File: config.mk
export PLATFORM = sky130hd
export DESIGN_NAME = dibu_loader_flat
export DESIGN_NICKNAME = d
export VERILOG_FILES = /design/src/rtl/dibu_loader_if.sv /design/src/rtl/dibu_loader.sv /design/src/flat_wrapper.sv
export SDC_FILE = /design/constraint.sdc
export NUM_CORES = 1
export LEC_CHECK = 0
export CAP_MARGIN = 20
export CORE_MARGIN = 8
export CORE_UTILIZATION = 46
export DETAILED_ROUTE_END_ITERATION = 8
export HOLD_SLACK_MARGIN = 0.08
export PLACE_DENSITY = 0.67
export SLEW_MARGIN = 20
export SYNTH_ARGS = -nofsm -noshare
export SYNTH_HDL_FRONTEND = slang
export SYNTH_SLANG_ARGS = --single-unit
File: constraint.sdc
create_clock -name i_clk -period 2 [get_ports i_clk]
set_clock_uncertainty 0.1 [all_clocks]
set_input_delay 0.4 -clock i_clk [delete_from_list [all_inputs] [get_ports i_clk]]
set_output_delay 0.4 -clock i_clk [all_outputs]
set_load 0.05 [all_outputs]
File: src/rtl/dibu_loader_if.sv
// Byte-stream receive port and code-memory write bus between the boot loader
// and its surroundings. The slave side is the loader.
interface dibu_loader_if #(
    parameter int CODE_W = 16,
    parameter int ADDR_W = 8
);
    logic              rx_valid;
    logic [7:0]        rx_data;
    logic              rx_ready;
    logic              code_w_en;
    logic [ADDR_W-1:0] code_addr;
    logic [CODE_W-1:0] code_in;

    modport master (
        output rx_valid, rx_data,
        input  rx_ready, code_w_en, code_addr, code_in
    );

    modport slave (
        input  rx_valid, rx_data,
        output rx_ready, code_w_en, code_addr, code_in
    );
endinterface

File: src/rtl/dibu_loader.sv
// Boot loader: takes a LEN / data words / XOR-checksum frame from a byte stream,
// writes each word to code memory with a one-cycle pulse, then raises run.
module dibu_loader #(
    parameter int CODE_W      = 16,
    parameter int ADDR_W      = 8,
    parameter int TIMEOUT_CYC = 1023
) (
    input  logic          i_clk,
    input  logic          i_rst_n,
    input  logic          i_start,
    output logic          o_run,
    output logic          o_busy,
    output logic          o_err,
    dibu_loader_if.slave  bus
);
    localparam int BPW  = (CODE_W + 7) / 8;
    localparam int SH_W = BPW * 8;
    localparam int BC_W = (BPW > 1) ? $clog2(BPW) : 1;
    localparam int TO_W = $clog2(TIMEOUT_CYC + 1);

    typedef enum logic [2:0] {
        S_IDLE, S_LEN, S_DATA, S_CHK, S_RUN, S_ERR
    } state_t;

    state_t            r_state;
    logic              r_run;
    logic              r_busy;
    logic              r_err;
    logic              r_code_w_en;
    logic [ADDR_W-1:0] r_code_addr;
    logic [CODE_W-1:0] r_code_in;
    logic [7:0]        r_len;
    logic [7:0]        r_csum;
    logic [ADDR_W-1:0] r_idx;
    logic [BC_W-1:0]   r_bcnt;
    logic [SH_W-1:0]   r_shift;
    logic [TO_W-1:0]   r_tmo;

    logic              w_xfer;
    logic [SH_W-1:0]   w_shift;
    logic              w_last_byte;
    logic              w_last_word;

    assign bus.rx_ready = r_busy & ~i_start;
    assign w_xfer       = bus.rx_valid & bus.rx_ready;
    // MSB byte arrives first; surplus high bits of the first byte fall off at CODE_W.
    assign w_shift      = (r_shift << 8) | SH_W'(bus.rx_data);
    assign w_last_byte  = (r_bcnt == BC_W'(BPW - 1));
    assign w_last_word  = (r_idx == ADDR_W'(r_len - 8'd1));

    assign o_run         = r_run;
    assign o_busy        = r_busy;
    assign o_err         = r_err;
    assign bus.code_w_en = r_code_w_en;
    assign bus.code_addr = r_code_addr;
    assign bus.code_in   = r_code_in;

    always_ff @(posedge i_clk or negedge i_rst_n) begin
        if (!i_rst_n) begin
            r_state     <= S_IDLE;
            r_run       <= 1'b0;
            r_busy      <= 1'b0;
            r_err       <= 1'b0;
            r_code_w_en <= 1'b0;
            r_code_addr <= '0;
            r_code_in   <= '0;
            r_len       <= '0;
            r_csum      <= '0;
            r_idx       <= '0;
            r_bcnt      <= '0;
            r_shift     <= '0;
            r_tmo       <= '0;
        end else begin
            r_code_w_en <= 1'b0;
            case (r_state)
                S_LEN, S_DATA, S_CHK: begin
                    if (i_start) begin
                        // Restart: discard partial word, checksum and index.
                        r_state <= S_LEN;
                        r_csum  <= '0;
                        r_idx   <= '0;
                        r_bcnt  <= '0;
                        r_shift <= '0;
                        r_tmo   <= '0;
                    end else if (w_xfer) begin
                        r_tmo <= '0;
                        case (r_state)
                            S_LEN: begin
                                r_len   <= bus.rx_data;
                                r_csum  <= bus.rx_data;
                                r_idx   <= '0;
                                r_bcnt  <= '0;
                                r_state <= (bus.rx_data == 8'd0) ? S_CHK : S_DATA;
                            end
                            S_DATA: begin
                                r_csum  <= r_csum ^ bus.rx_data;
                                r_shift <= w_shift;
                                if (w_last_byte) begin
                                    r_bcnt      <= '0;
                                    r_code_w_en <= 1'b1;
                                    r_code_addr <= r_idx;
                                    r_code_in   <= w_shift[CODE_W-1:0];
                                    r_idx       <= r_idx + 1'b1;
                                    if (w_last_word) r_state <= S_CHK;
                                end else begin
                                    r_bcnt <= r_bcnt + 1'b1;
                                end
                            end
                            default: begin
                                r_busy <= 1'b0;
                                if (bus.rx_data == r_csum) begin
                                    r_run   <= 1'b1;
                                    r_state <= S_RUN;
                                end else begin
                                    r_err   <= 1'b1;
                                    r_state <= S_ERR;
                                end
                            end
                        endcase
                    end else if (r_tmo == TO_W'(TIMEOUT_CYC - 1)) begin
                        r_busy  <= 1'b0;
                        r_err   <= 1'b1;
                        r_state <= S_ERR;
                    end else begin
                        r_tmo <= r_tmo + 1'b1;
                    end
                end
                S_IDLE, S_RUN, S_ERR: begin
                    if (i_start) begin
                        r_state <= S_LEN;
                        r_busy  <= 1'b1;
                        r_run   <= 1'b0;
                        r_err   <= 1'b0;
                        r_csum  <= '0;
                        r_idx   <= '0;
                        r_bcnt  <= '0;
                        r_shift <= '0;
                        r_tmo   <= '0;
                    end
                end
                default: begin
                    r_state <= S_IDLE;
                    r_busy  <= 1'b0;
                    r_run   <= 1'b0;
                    r_err   <= 1'b0;
                end
            endcase
        end
    end
endmodule

File: src/flat_wrapper.sv
// flat-port wrapper written by rule: the top's interface ports become plain ports
module dibu_loader_flat 
#(
    parameter int CODE_W      = 16,
    parameter int ADDR_W      = 8,
    parameter int TIMEOUT_CYC = 1023
)
  (i_clk, i_rst_n, i_start, o_run, o_busy, o_err, bus_rx_valid, bus_rx_data, bus_rx_ready, bus_code_w_en, bus_code_addr, bus_code_in);
  dibu_loader_if #(.CODE_W(CODE_W), .ADDR_W(ADDR_W)) bus_i ();
  input  logic i_clk;
  input  logic i_rst_n;
  input  logic i_start;
  output logic o_run;
  output logic o_busy;
  output logic o_err;
  input wire logic [$bits(bus_i.rx_valid)-1:0] bus_rx_valid;
  input wire logic [$bits(bus_i.rx_data)-1:0] bus_rx_data;
  output wire logic [$bits(bus_i.rx_ready)-1:0] bus_rx_ready;
  output wire logic [$bits(bus_i.code_w_en)-1:0] bus_code_w_en;
  output wire logic [$bits(bus_i.code_addr)-1:0] bus_code_addr;
  output wire logic [$bits(bus_i.code_in)-1:0] bus_code_in;
  assign bus_i.rx_valid = bus_rx_valid;
  assign bus_i.rx_data = bus_rx_data;
  assign bus_rx_ready = bus_i.rx_ready;
  assign bus_code_w_en = bus_i.code_w_en;
  assign bus_code_addr = bus_i.code_addr;
  assign bus_code_in = bus_i.code_in;
  dibu_loader #(.CODE_W(CODE_W), .ADDR_W(ADDR_W), .TIMEOUT_CYC(TIMEOUT_CYC)) u_core (.i_clk(i_clk), .i_rst_n(i_rst_n), .i_start(i_start), .o_run(o_run), .o_busy(o_busy), .o_err(o_err), .bus(bus_i));
endmodule
==> results.txt, run 1 <==
- The run finished with clean final reports.
- IR analysis of the VDD net gives a maximum drop of 515 uV.
- Counting tap cells, the placed design contains a total of 567 instances.
- Number of antenna violations at the first check in global routing: 0
* Number of enable-type register cells in the synthesized netlist: 0
- The most common cell in the synthesized netlist is sky130_fd_sc_hd__nand2_1.
* Critical path arrival: 2.07 ns
- Power per unit of standard cell area: just over 1000 nW/um^2
* Fill cells: around 710
* Total gr overflow: 0
* Total power: 5140 uW
* Post-Synthesis Mean Instance Area: 10.2 um^2
* Post-synthesis register bit count: 74
- Counting instances in the post-synthesis netlist gives the leading cell types as sky130_fd_sc_hd__nand2_1, sky130_fd_sc_hd__dfrtp_1, sky130_fd_sc_hd__o21ai_0.
- Post-synthesis instance total: 379
* Path category of the worst min-delay check: flip-flop to flip-flop
- STA classifies the critical path startpoint as an input port.
- Area share of the leading cell type in the synthesized netlist: between 40 and 50%
- Cell depth of the worst hold path: 2
* Num CTS Buffers: 9
- Count of cell types in the netlist: 63
- Static Leak: 0.00229 uW
* Synthesized netlist net count: slightly below 400
* Final ANT Viol Nets: 0
* Tightest Pin Transition: 0.506 ns
* Least setup slack across all paths after layout: 0.0672 ns
- Of all flip-flops after synthesis, the portion carrying an async set or reset was 100%.
- The via count of the first global-routing pass came to 3350.
- Library cell occupying the most area in the post-synthesis netlist: sky130_fd_sc_hd__dfrtp_1
- After synthesis, the cell types taking the most area are sky130_fd_sc_hd__dfrtp_1, sky130_fd_sc_hd__nand2_1, sky130_fd_sc_hd__mux2_2.
- Switching Fraction: 37.7%
- The path with the worst hold slack has its endpoint at u_core.bus.code_in[10].
* GPL Wtd Cong: 0.867
- Measured along the x axis, the die boundary spans 108 um.
- Area growth, synth to finish: 28.4%
- The worst setup path is captured at a flip-flop.
- In this run the number of H-tree levels came out at 3.
* Worst flop-to-flop path endpoint: u_core.r_tmo[7]
* Port-buffer cells: 40
- Critical path required time: 2.14 ns
* Total via count after detailed routing: 3243
- Starting utilization of the core area: ~47%
- The root buffer cell chosen for the clock tree is sky130_fd_sc_hd__clkbuf_8.
* DIE AREA: 11600 um^2
- Final setup violation count: 0
- Wire length per cell after detailed routing: 16.2 um
* Worst Hold Launch: u_core.r_shift[2]
* Net switching power figure: around 1900 uW
- Final std cells w/o fill: 586
- Clock-pin slew was measured on the worst setup and hold paths at 0.07 ns.
* Nets@finish: just under 500
- Final Hold Vio Count: 0
- DRC violations left: 0
- Worst reg2reg setup slack: ~0.080 ns
- Diode count: 0
- The startpoint identified for the worst register-to-register timing path is u_core.r_state[2].
* Iteration count of the initial detailed-routing pass: 4
- Dividing the detail-routed via count by the number of cells gives 5.53.
* Peak fanout along the critical path: 6
- The clock network is responsible for 19.3% of the overall power.
- For this design, the sink count on the clock tree is 74.
- Worst R2R Path Depth: 7
- Area of all placed cells without fillers: 4950 um^2
* Fraction of layout instances using a drive strength above 1: 30.8%
* Combined area of all synthesized cells: 3860 um^2
* CORE AREA: 8180 um^2
* Setup Crit Path Kind: input port to flip-flop
* Largest net degree at the start of global routing: 75
- Crit path time final: between 1.5 and 2 ns
- Crit share post-route: 96.6%
- Share of the yosys chip area belonging to registers: 48.0%
- Num ports: 41
- Seq pwr share: 38.3%
* Clock tree from TritonCTS: done
- Starting DRC count in detailed routing: 258
- Combinational Power Share: between 40% and 50%
- The clock passes through at most 2 buffers.
* Wire length of the first global-routing pass: 16.4 mm
- Aggregate routed wire length: approximately 9.5 mm
* Max Cap Viol: 0
- Highest clock frequency the design can meet: 0.517 GHz
* DP Wirelength: approximately 7 mm
* Main flop type after synthesis: sky130_fd_sc_hd__dfrtp_1
- The floorplan has 33 rows.
- At the later pin of the worst-skew pair, clock insertion delay measures ~0.34 ns.
- Setup repair after global routing could not meet its margin everywhere.
- Internal power comes to 3200 uW.
- Warnings, synthesis: 0
- For this run, the share of the core covered by cells in the final layout is 60.6%.
- Before CTS, the worst setup slack after placement is -0.325 ns.
- Number of pins exceeding their max-slew limit in the final report: 0
- Cell area after placement: between 4000 and 5000 um^2
- Remaining max-slew budget at the tightest pin: between 60% and 70%
* Die Ht: 108 um
* Total global routing track utilization: 17.6%
-- layer usage --
layer / GRT usage [%] / wire [um]
met5: 0 / 0
met2: 27.1 / 4480
met3: 3.83 / 523
met4: 8.33 / 206
met1: 23.1 / 4310
-- power by group through the flow --
stage / Combinational, uW / Sequential (uW) / Clock [uW]
global route: 2370 / 2000 / 1100
finish: 2180 / 1970 / 992
floorplan: 1190 / 2040 / 0
detailed placement: 2080 / 1990 / 0
CTS: 2080 / 1960 / 1030
global placement: 2040 / 1980 / 0
-- worst max-delay path: stages --
cell	delay (ns)
sky130_fd_sc_hd__clkdlybuf4s50_1	0.51
sky130_fd_sc_hd__and3b_1	0.23
sky130_fd_sc_hd__o41ai_4	0.41
sky130_fd_sc_hd__buf_4	0.21
sky130_fd_sc_hd__a21oi_1	0.09
sky130_fd_sc_hd__xnor2_1	0.16
sky130_fd_sc_hd__nor2_1	0.06
-- cell usage in the layout (no fill, tap or decap), types with 4 or more instances in the layout --
cell type,Yosys,routed
sky130_fd_sc_hd__nor2b_1,4,4
sky130_fd_sc_hd__clkdlybuf4s50_1,0,10
sky130_fd_sc_hd__ha_1,4,4
sky130_fd_sc_hd__nor2_1,14,12
sky130_fd_sc_hd__buf_4,2,80
sky130_fd_sc_hd__o21a_1,4,4
sky130_fd_sc_hd__dfrtp_1,74,73
sky130_fd_sc_hd__inv_1,11,11
sky130_fd_sc_hd__clkbuf_8,0,9
sky130_fd_sc_hd__a21oi_1,5,5
sky130_fd_sc_hd__nand3_1,8,8
sky130_fd_sc_hd__o2111ai_1,7,7
sky130_fd_sc_hd__xnor2_1,12,12
sky130_fd_sc_hd__o21ai_0,25,24
sky130_fd_sc_hd__o311ai_0,8,8
sky130_fd_sc_hd__buf_12,0,6
sky130_fd_sc_hd__mux2_2,24,24
sky130_fd_sc_hd__xor2_1,11,11
sky130_fd_sc_hd__o21ai_1,3,4
sky130_fd_sc_hd__nand2_1,75,75
sky130_fd_sc_hd__nor3_1,7,7
sky130_fd_sc_hd__clkinv_2,0,5
-- worst max path at each step --
stage,start,end,slack [ns],depth (start not counted)
after floorplan,u_core.o_busy,u_core.r_tmo[4],0.04,6
after global placement,i_start,u_core.r_tmo[8],-0.29,7
after detailed placement,i_start,u_core.r_shift[1],-0.33,6
after CTS,u_core.bus.code_w_en,bus_code_w_en,0.01,1
after global routing,i_start,u_core.r_tmo[4],-0.02,7
final,i_start,u_core.r_tmo[3],0.07,7
-- per-stage QoR --
stage	TNS (ns)	hold WS, ns
after CTS	0	0.376
after detailed placement	-10.70	0.356
after floorplan	0	0.00441
after global routing	-0.0241	0.408
final	0	0.374
after global placement	-9.17	0.357
-- cell families after synthesis --
group,share of synthesized area (%)
compound gates,16.6
simple gates,17.6
mux,7.53
flops,48.0
xor+xnor,5.22
fa+ha+maj,1.56
buf+inv,3.47
-- state kept, by name, indices dropped and copies added, names as in the netlist --
name	cells
u_core.r_shift	8
u_core.r_csum	8
u_core.bus.code_in	16
u_core.bus.code_addr	8
u_core.bus.code_w_en	1
u_core.r_state	3
u_core.o_busy	1
u_core.r_tmo	10
u_core.r_idx	8
u_core.r_len	8
u_core.o_err	1
u_core.r_bcnt	1
u_core.o_run	1
-- final cells by class --
cell class                      count  area, um^2  share of cell area, %
Tap cell                          105         131                   2.65
Sequential cell                    74        1850                   37.4
Clock buffer                       10         128                   2.58
Multi-Input combinational cell    279        1910                   38.6
Timing Repair Buffer               99         848                   17.1
Clock inverter                      6        33.8                  0.682
Inverter                           13        48.8                  0.985
-- repair_timing --
action | 4_1_cts | 5_1_grt
buffers inserted | 0 | 2
setup endpoints to repair | 0 | 17
endpoints found under the hold margin | 74 | 0
resized for setup | 0 | 8
hold buffers | 1 | 0
Note: power is estimated with default switching activity, not from simulation.
==> inputs of run 2 (changes only) <==
==> constraint.sdc (replaced) <==
create_clock -name i_clk -period 2 [get_ports i_clk]
set_clock_uncertainty 0.1 [all_clocks]
set_input_delay 0.4 -clock i_clk [delete_from_list [all_inputs] [get_ports i_clk]]
set_output_delay 0.4 -clock i_clk [all_outputs]
set_load 0.02 [all_outputs]
==> results.txt, run 2 (synthesis gave the netlist of run 1 again) <==
* Seq pwr share: 38.3%
* Nets@finish: between 400 and 500
- For met2 alone, demand over resource in global routing was between 20% and 30%.
- Die Ht: 108 um
- After clock tree synthesis, the clock-pin slew on the worst setup and hold paths is ~0.08 ns.
- Cell count after placement: between 500 and 600
- For this block, the routed nets add up to between 9 and 10 mm of wire.
* Met3 GRT Util: about 3.8%
- Maximum cell stage delay along the critical path: 0.40 ns
- Worst setup timing slack at the placement stage: -0.332 ns
- The final route contains 3272 vias.
- Final std cells w/o fill: 588
- Fill cells: 710
- Peak fanout along the critical path: 3
- Measured along the x axis, the die boundary spans between 100 and 150 um.
- The clock net in this run drives a total of 74 sinks.
- For this configuration, the core starts out at a cell density of 47.2%.
* Level count of the clock H-tree: 3
* Total global routing track utilization: between 10% and 20%
- Commonest cells after routing, fill and taps aside: sky130_fd_sc_hd__nand2_1, sky130_fd_sc_hd__dfrtp_1, sky130_fd_sc_hd__buf_4
- Global routing consumed, on the met1 layer, 22.2% of the routing resources.
- The count of nets left with antenna violations once routing finished came out at 0.
* Final setup violation count: 1
- In the routed layout, each cell is associated on average with a via count of between 5 and 6.
- For the finished layout, the period the worst path requires is 2.00 ns.
- On the critical path, the stage with the largest delay is an instance of sky130_fd_sc_hd__dfrtp_1.
- Across the VDD grid, the largest voltage drop is 516 uV.
- Port-buffer cells: 40
- Together, buffers and inverters on the worst path number 1.
* Diode count: 0
- Number of pins exceeding their max-slew limit in the final report: 0
- Tightest Pin Transition: 0.482 ns
* Max Root-Sink Buffers: 2
- Area growth, synth to finish: 30.8%
- The critical path is of the flip-flop to flip-flop type.
* Cell Rows: 33
* Number of antenna violations at the first check in global routing: 0
* Via count of the first global-routing pass: 3230
* Total gr overflow: 0
- DIE AREA: 11600 um^2
- Combinational Power Share: 39.6%
* Wire length of the first global-routing pass: 15.9 mm
* Crit share post-route: 100%
- Layer with the highest usage: met2
- After detailed routing, the number of remaining DRC violations is 0.
- Measured against its own limit, the worst slew margin works out to 67.8%.
* Category of cells accounting for the largest share of critical-path delay: simple AND/OR/NAND/NOR gates
- The checks that failed: negative setup slack.
- Fraction of layout instances using a drive strength above 1: 25.3%
- Largest net degree at the start of global routing: 33
* Critical path required time: 2.17 ns
* Wire length per cell after detailed routing: 16.3 um
- The number of clock buffers added by TritonCTS is 9.
- CORE AREA: 8180 um^2
- The pre-antenna-repair detailed-routing pass consisted of 4 iterations.
- Clock tree from TritonCTS: done
- Across all hold checks on the routed design, the worst slack comes to 0.369 ns.
- Max-cap violations in this run came to 0.
- Crit end category: flip-flop
- CTS placed an instance of sky130_fd_sc_hd__clkbuf_8 at the clock tree root.
- Leading cell type in the layout, fill and taps excluded: sky130_fd_sc_hd__nand2_1
- The detailed router finished its first iteration with 220 violations.
- Net switching is 36.4% of the power.
- Power per unit of standard cell area: 1020 nW/um^2
- Clock latency on the worst-skew pair, taken at its later pin, is 0.35 ns.
- Path category of the worst min-delay check: flip-flop to flip-flop
- The flow ran to the end, but the final reports show violations.
- Registers take 1850 um^2.
- Timing would allow up to 0.499 GHz.
- STA classifies the critical path startpoint as a flip-flop.
* Pint: 3290 uW
- Clock share of power: 22.1%
- The final-report hold violation count was 0.
- The HPWL after detailed placement is 7.29 mm.
* Num ports: 41
- Least setup slack across all paths after layout: -0.00294 ns
* Net switching power figure: 1880 uW
- GPL Wtd Cong: 0.876
- The multi-input combinational cells in the finished layout cover a total of around 1900 um^2.
* Largest register FFs: 16
- Setup repair after global routing could not meet its margin everywhere.
* Critical path cell sequence: inv_2 -> ha_4 -> nand4_1 -> nor3_4 -> o41ai_4 -> a211oi_4 -> mux2i_1
- Data arrives at the worst endpoint at 2.17 ns.
- Summed over all cells, the static leakage comes to 0.00224 uW.
* Post-Route Setup TNS: -0.00294 ns
-- run 2: changes by cell type in the layout (fill, tap and decap cells not counted), moves of 2 or more --
cell,delta
sky130_fd_sc_hd__nor4_2,-2
sky130_fd_sc_hd__buf_4,-22
sky130_fd_sc_hd__nor4_1,+2
sky130_fd_sc_hd__clkinv_2,-4
sky130_fd_sc_hd__buf_12,-3
sky130_fd_sc_hd__clkdlybuf4s50_1,+27
sky130_fd_sc_hd__clkinvlp_4,+3
-- run 2: final cells by class --
class                           count  share of cell area [%]
Multi-Input combinational cell    279                    38.1
Sequential cell                    74                    36.7
Timing Repair Buffer              101                    17.8
Tap cell                          105                    2.60
Clock buffer                       10                    2.53
Clock inverter                      6                    1.31
Inverter                           13                   0.967
-- run 2: stage by stage --
step	instance area [um^2]	power, uW	utilization, %
CTS	4980	5100	60.9
finish	5040	5170	61.7
global route	5040	5490	61.7
global placement	4770	3890	58.4
floorplan	3860	3160	-
detailed placement	4770	3940	58.4
-- run 2: per-layer routing --
| metal | wire, um | share of wire (%) |
|---|---|---|
| met4 | 225 | 2.3 |
| met5 | 0 | 0 |
| met2 | 4600 | 48 |
| met1 | 4360 | 45 |
| met3 | 423 | 4.4 |
-- run 2: power by group through the flow --
stage	clock network (uW)	logic (uW)	registers (uW)
floorplan	0	1170	1990
global placement	0	1910	1980
detailed placement	0	1940	2000
CTS	1180	1950	1970
global route	1250	2230	2010
finish	1140	2050	1980
-- run 2: path summary, 6_finish.rpt --
check                                   from                endpoint  slack [ns]  cells past startpoint
setup reg to reg             u_core.r_tmo[0]       u_core.r_state[2]      -0.003                      7
max in group asynchronous            i_rst_n        u_core.r_csum[5]        0.79                      3
min in group asynchronous            i_rst_n        u_core.r_csum[6]        0.43                      2
hold reg to reg            u_core.r_shift[2]  u_core.bus.code_in[10]        0.37                      2
hold / removal             u_core.r_shift[2]  u_core.bus.code_in[10]        0.37                      2
setup / recovery             u_core.r_tmo[0]       u_core.r_state[2]      -0.003                      7
-- run 2: worst min-delay path, stage by stage (launching register included) --
cell                      delay [ns]
sky130_fd_sc_hd__dfrtp_1        0.35
sky130_fd_sc_hd__nand2_1        0.05
sky130_fd_sc_hd__nand2_1        0.04
-- run 2: repair_timing --
item	in CTS	in global routing
endpoints found under the setup margin	1	13
buffers inserted	0	3
pin swaps	0	3
hold buffers	1	0
endpoints found under the hold margin	30	0
resized for setup	1	11
==> inputs of run 3 (changes only) <==
--- a/config.mk
+++ b/config.mk
@@ -10,6 +10,7 @@
 export CORE_UTILIZATION = 46
 export DETAILED_ROUTE_END_ITERATION = 8
 export HOLD_SLACK_MARGIN = 0.08
+export MAX_ROUTING_LAYER = met4
 export PLACE_DENSITY = 0.67
 export SLEW_MARGIN = 20
 export SYNTH_ARGS = -nofsm -noshare
==> results.txt, run 3 (synthesis gave the netlist of run 1 again) <==
- Across the run, the number of max-cap violations was 0.
- Largest net degree at the start of global routing: 33
- Setup repair after global routing missed its margin: true
* Crit end category: flip-flop
* Remaining max-slew budget at the tightest pin: 67.9%
- After the first detailed-routing iteration, the DRC count stood at 240.
* Total power: 5170 uW
- The congestion estimate from routability-driven global placement came to 0.890.
- Buffers placed on the I/O ports in this run total 40.
- The count of nets left with antenna violations once routing finished came out at 0.
- Counting the buffers created by CTS gives 9.
* Slowest cell on the critical path: sky130_fd_sc_hd__dfrtp_1
* DIE AREA: about 12000 um^2
- Commonest cells after routing, fill and taps aside: sky130_fd_sc_hd__nand2_1, sky130_fd_sc_hd__dfrtp_1, sky130_fd_sc_hd__buf_4
* Total gr overflow: 0
* Clock transition at the register clock pins on the worst setup and hold paths after CTS: 0.08 ns
- The analysis attributes to cell leakage a power of 0.00224 uW.
- Summed over all layers, the routed wires come to 9.67 mm.
- Source of the worst register-to-register timing path: u_core.r_tmo[0]
* Setup Crit Path Kind: flip-flop to flip-flop
* Critical path cell sequence: inv_2 -> ha_4 -> nand4_1 -> nor3_4 -> o41ai_4 -> a211oi_4 -> mux2i_1
- The run finished, with violations left.
- For this run, the share of the core covered by cells in the final layout is 61.7%.
- After detailed routing, the number of remaining DRC violations is 0.
- Along the worst path, the maximum fanout reaches 3.
- Clk sinks: 74
- STA classifies the critical path startpoint as a flip-flop.
- Insertion delay of the later-clocked pin in the worst-skew pair: 0.34 ns
* Worst Hold Launch: u_core.r_shift[2]
* Via count of the first global-routing pass: 3222
- In this run the worst setup path begins at u_core.r_tmo[0].
- Cell Rows: 33
- Final std cells w/o fill: 588
* Num ports: 41
* Path category of the worst min-delay check: flip-flop to flip-flop
- The worst path in the final design needs a cycle of between 2 and 2.5 ns, including I/O delays and setup.
- Diode count: 0
* Level count of the clock H-tree: 3
- Highest clock frequency the design can meet: 0.499 GHz
* Tightest Pin Transition: 0.482 ns
- In this run the power density over the cells is 1030 nW/um^2.
- Wire length of the first global-routing pass: 15.9 mm
- The floorplan step set the die width to around 110 um.
* Crit share post-route: 100%
- The final max-slew violation count is 0.
- Max Root-Sink Buffers: 2
- Compared with the post-synthesis result, the final layout area differs by 30.8%.
- Failing checks: negative setup slack
- Using the TritonRoute via totals, the vias-per-cell ratio works out to roughly 5.5.
- Across all setup checks in the final design, the least slack found is -0.00317 ns.
- Final setup violation count: 1
- Clock tree from TritonCTS: done
- For this run, the total global-route usage over all layers was measured as 17.7%.
- Wire length per cell after detailed routing: 16.4 um
- Once the floorplan was initialized, standard cells occupied 47.2% of the core.
* Critical path arrival: 2.17 ns
- Leading cell type in the layout, fill and taps excluded: sky130_fd_sc_hd__nand2_1
* Fraction of layout instances using a drive strength above 1: 25.3%
- Final Hold Vio Count: 0
* Nets@finish: between 400 and 500
* Maximum VDD drop: between 500 and 600 uV
- Once detailed placement completed, the half-perimeter wirelength came to approximately 7.3 mm.
- Largest register FFs: 16
- The initial antenna violation count was 0.
* Critical path required time: 2.17 ns
- Iteration count of the initial detailed-routing pass: 5
- Maximum cell stage delay along the critical path: 0.40 ns
* Cell count after placement: 569
- CORE AREA: 8180 um^2
* Die Ht: 108 um
- Total via count after detailed routing: 3258
* CTS root buf: sky130_fd_sc_hd__clkbuf_8
[run 3: cell counts in the layout (fill, tap and decap cells not counted)]
No cell type changed its count.
[run 3: critical path, delay by kind of cell (launching register included)]
| family | cells | cell delay [ns] |
|---|---|---|
| flops | 1 | 0.40 |
| compound gates | 2 | 0.46 |
| mux | 1 | 0.21 |
| simple gates | 2 | 0.55 |
| fa+ha+maj | 1 | 0.12 |
| buf+inv | 1 | 0.08 |
[run 3: final cells by class]
type	instances	area, um^2
fillers	710	3130
multi-input cells	279	1920
flip-flops and latches	74	1850
repair buffers	101	897
well taps	105	131
clock buffers	10	128
clock inverters	6	66.3
inverters	13	48.8
[run 3: worst paths after layout]
path | to | slack, ns | depth (start not counted)
max | u_core.r_state[2] | -0.003 | 7
min | u_core.bus.code_in[10] | 0.37 | 2
max reg2reg | u_core.r_state[2] | -0.003 | 7
min reg2reg | u_core.bus.code_in[10] | 0.37 | 2
max in group asynchronous | u_core.r_csum[5] | 0.78 | 3
min in group asynchronous | u_core.r_csum[6] | 0.44 | 2
[run 3: layer usage]
metal | global-route usage (%) | wire length [um] | vias up
met4 | 6.84 | 153 | 0
met1 | 22.7 | 4450 | 1607
met5 | - | 0 | -
met2 | 27.2 | 4700 | 67
li1 | - | - | 1570
met3 | 3.29 | 374 | 14
[run 3: report_power, final]
group	switching (uW)	internal (uW)	total [uW]	leakage, uW
Combinational	1090	960	2050	0.00115
Sequential	232	1750	1980	0.000997
Clock	567	578	1150	0.0000889
Total	1890	3290	5170	0.00224
[run 3: what timing repair did]
item                                    in CTS  in global routing
buffers inserted                             0                  3
hold buffers                                 1                  0
pin swaps                                    0                  3
endpoints found under the setup margin       1                 13
hold endpoints to repair                    30                  0
resized for setup                            1                 11
[run 3: through the flow]
step	setup slack [ns]	hold WS [ns]	TNS, ns	instance area, um^2
after detailed placement	-0.332	0.266	-9.51	4770
final	-0.00317	0.369	-0.00317	5040
after floorplan	0.0825	0.00441	0	3860
after CTS	0.0230	0.375	0	4980
after global placement	-0.230	0.265	-7.42	4770
after global routing	-0.0884	0.394	-0.190	5040
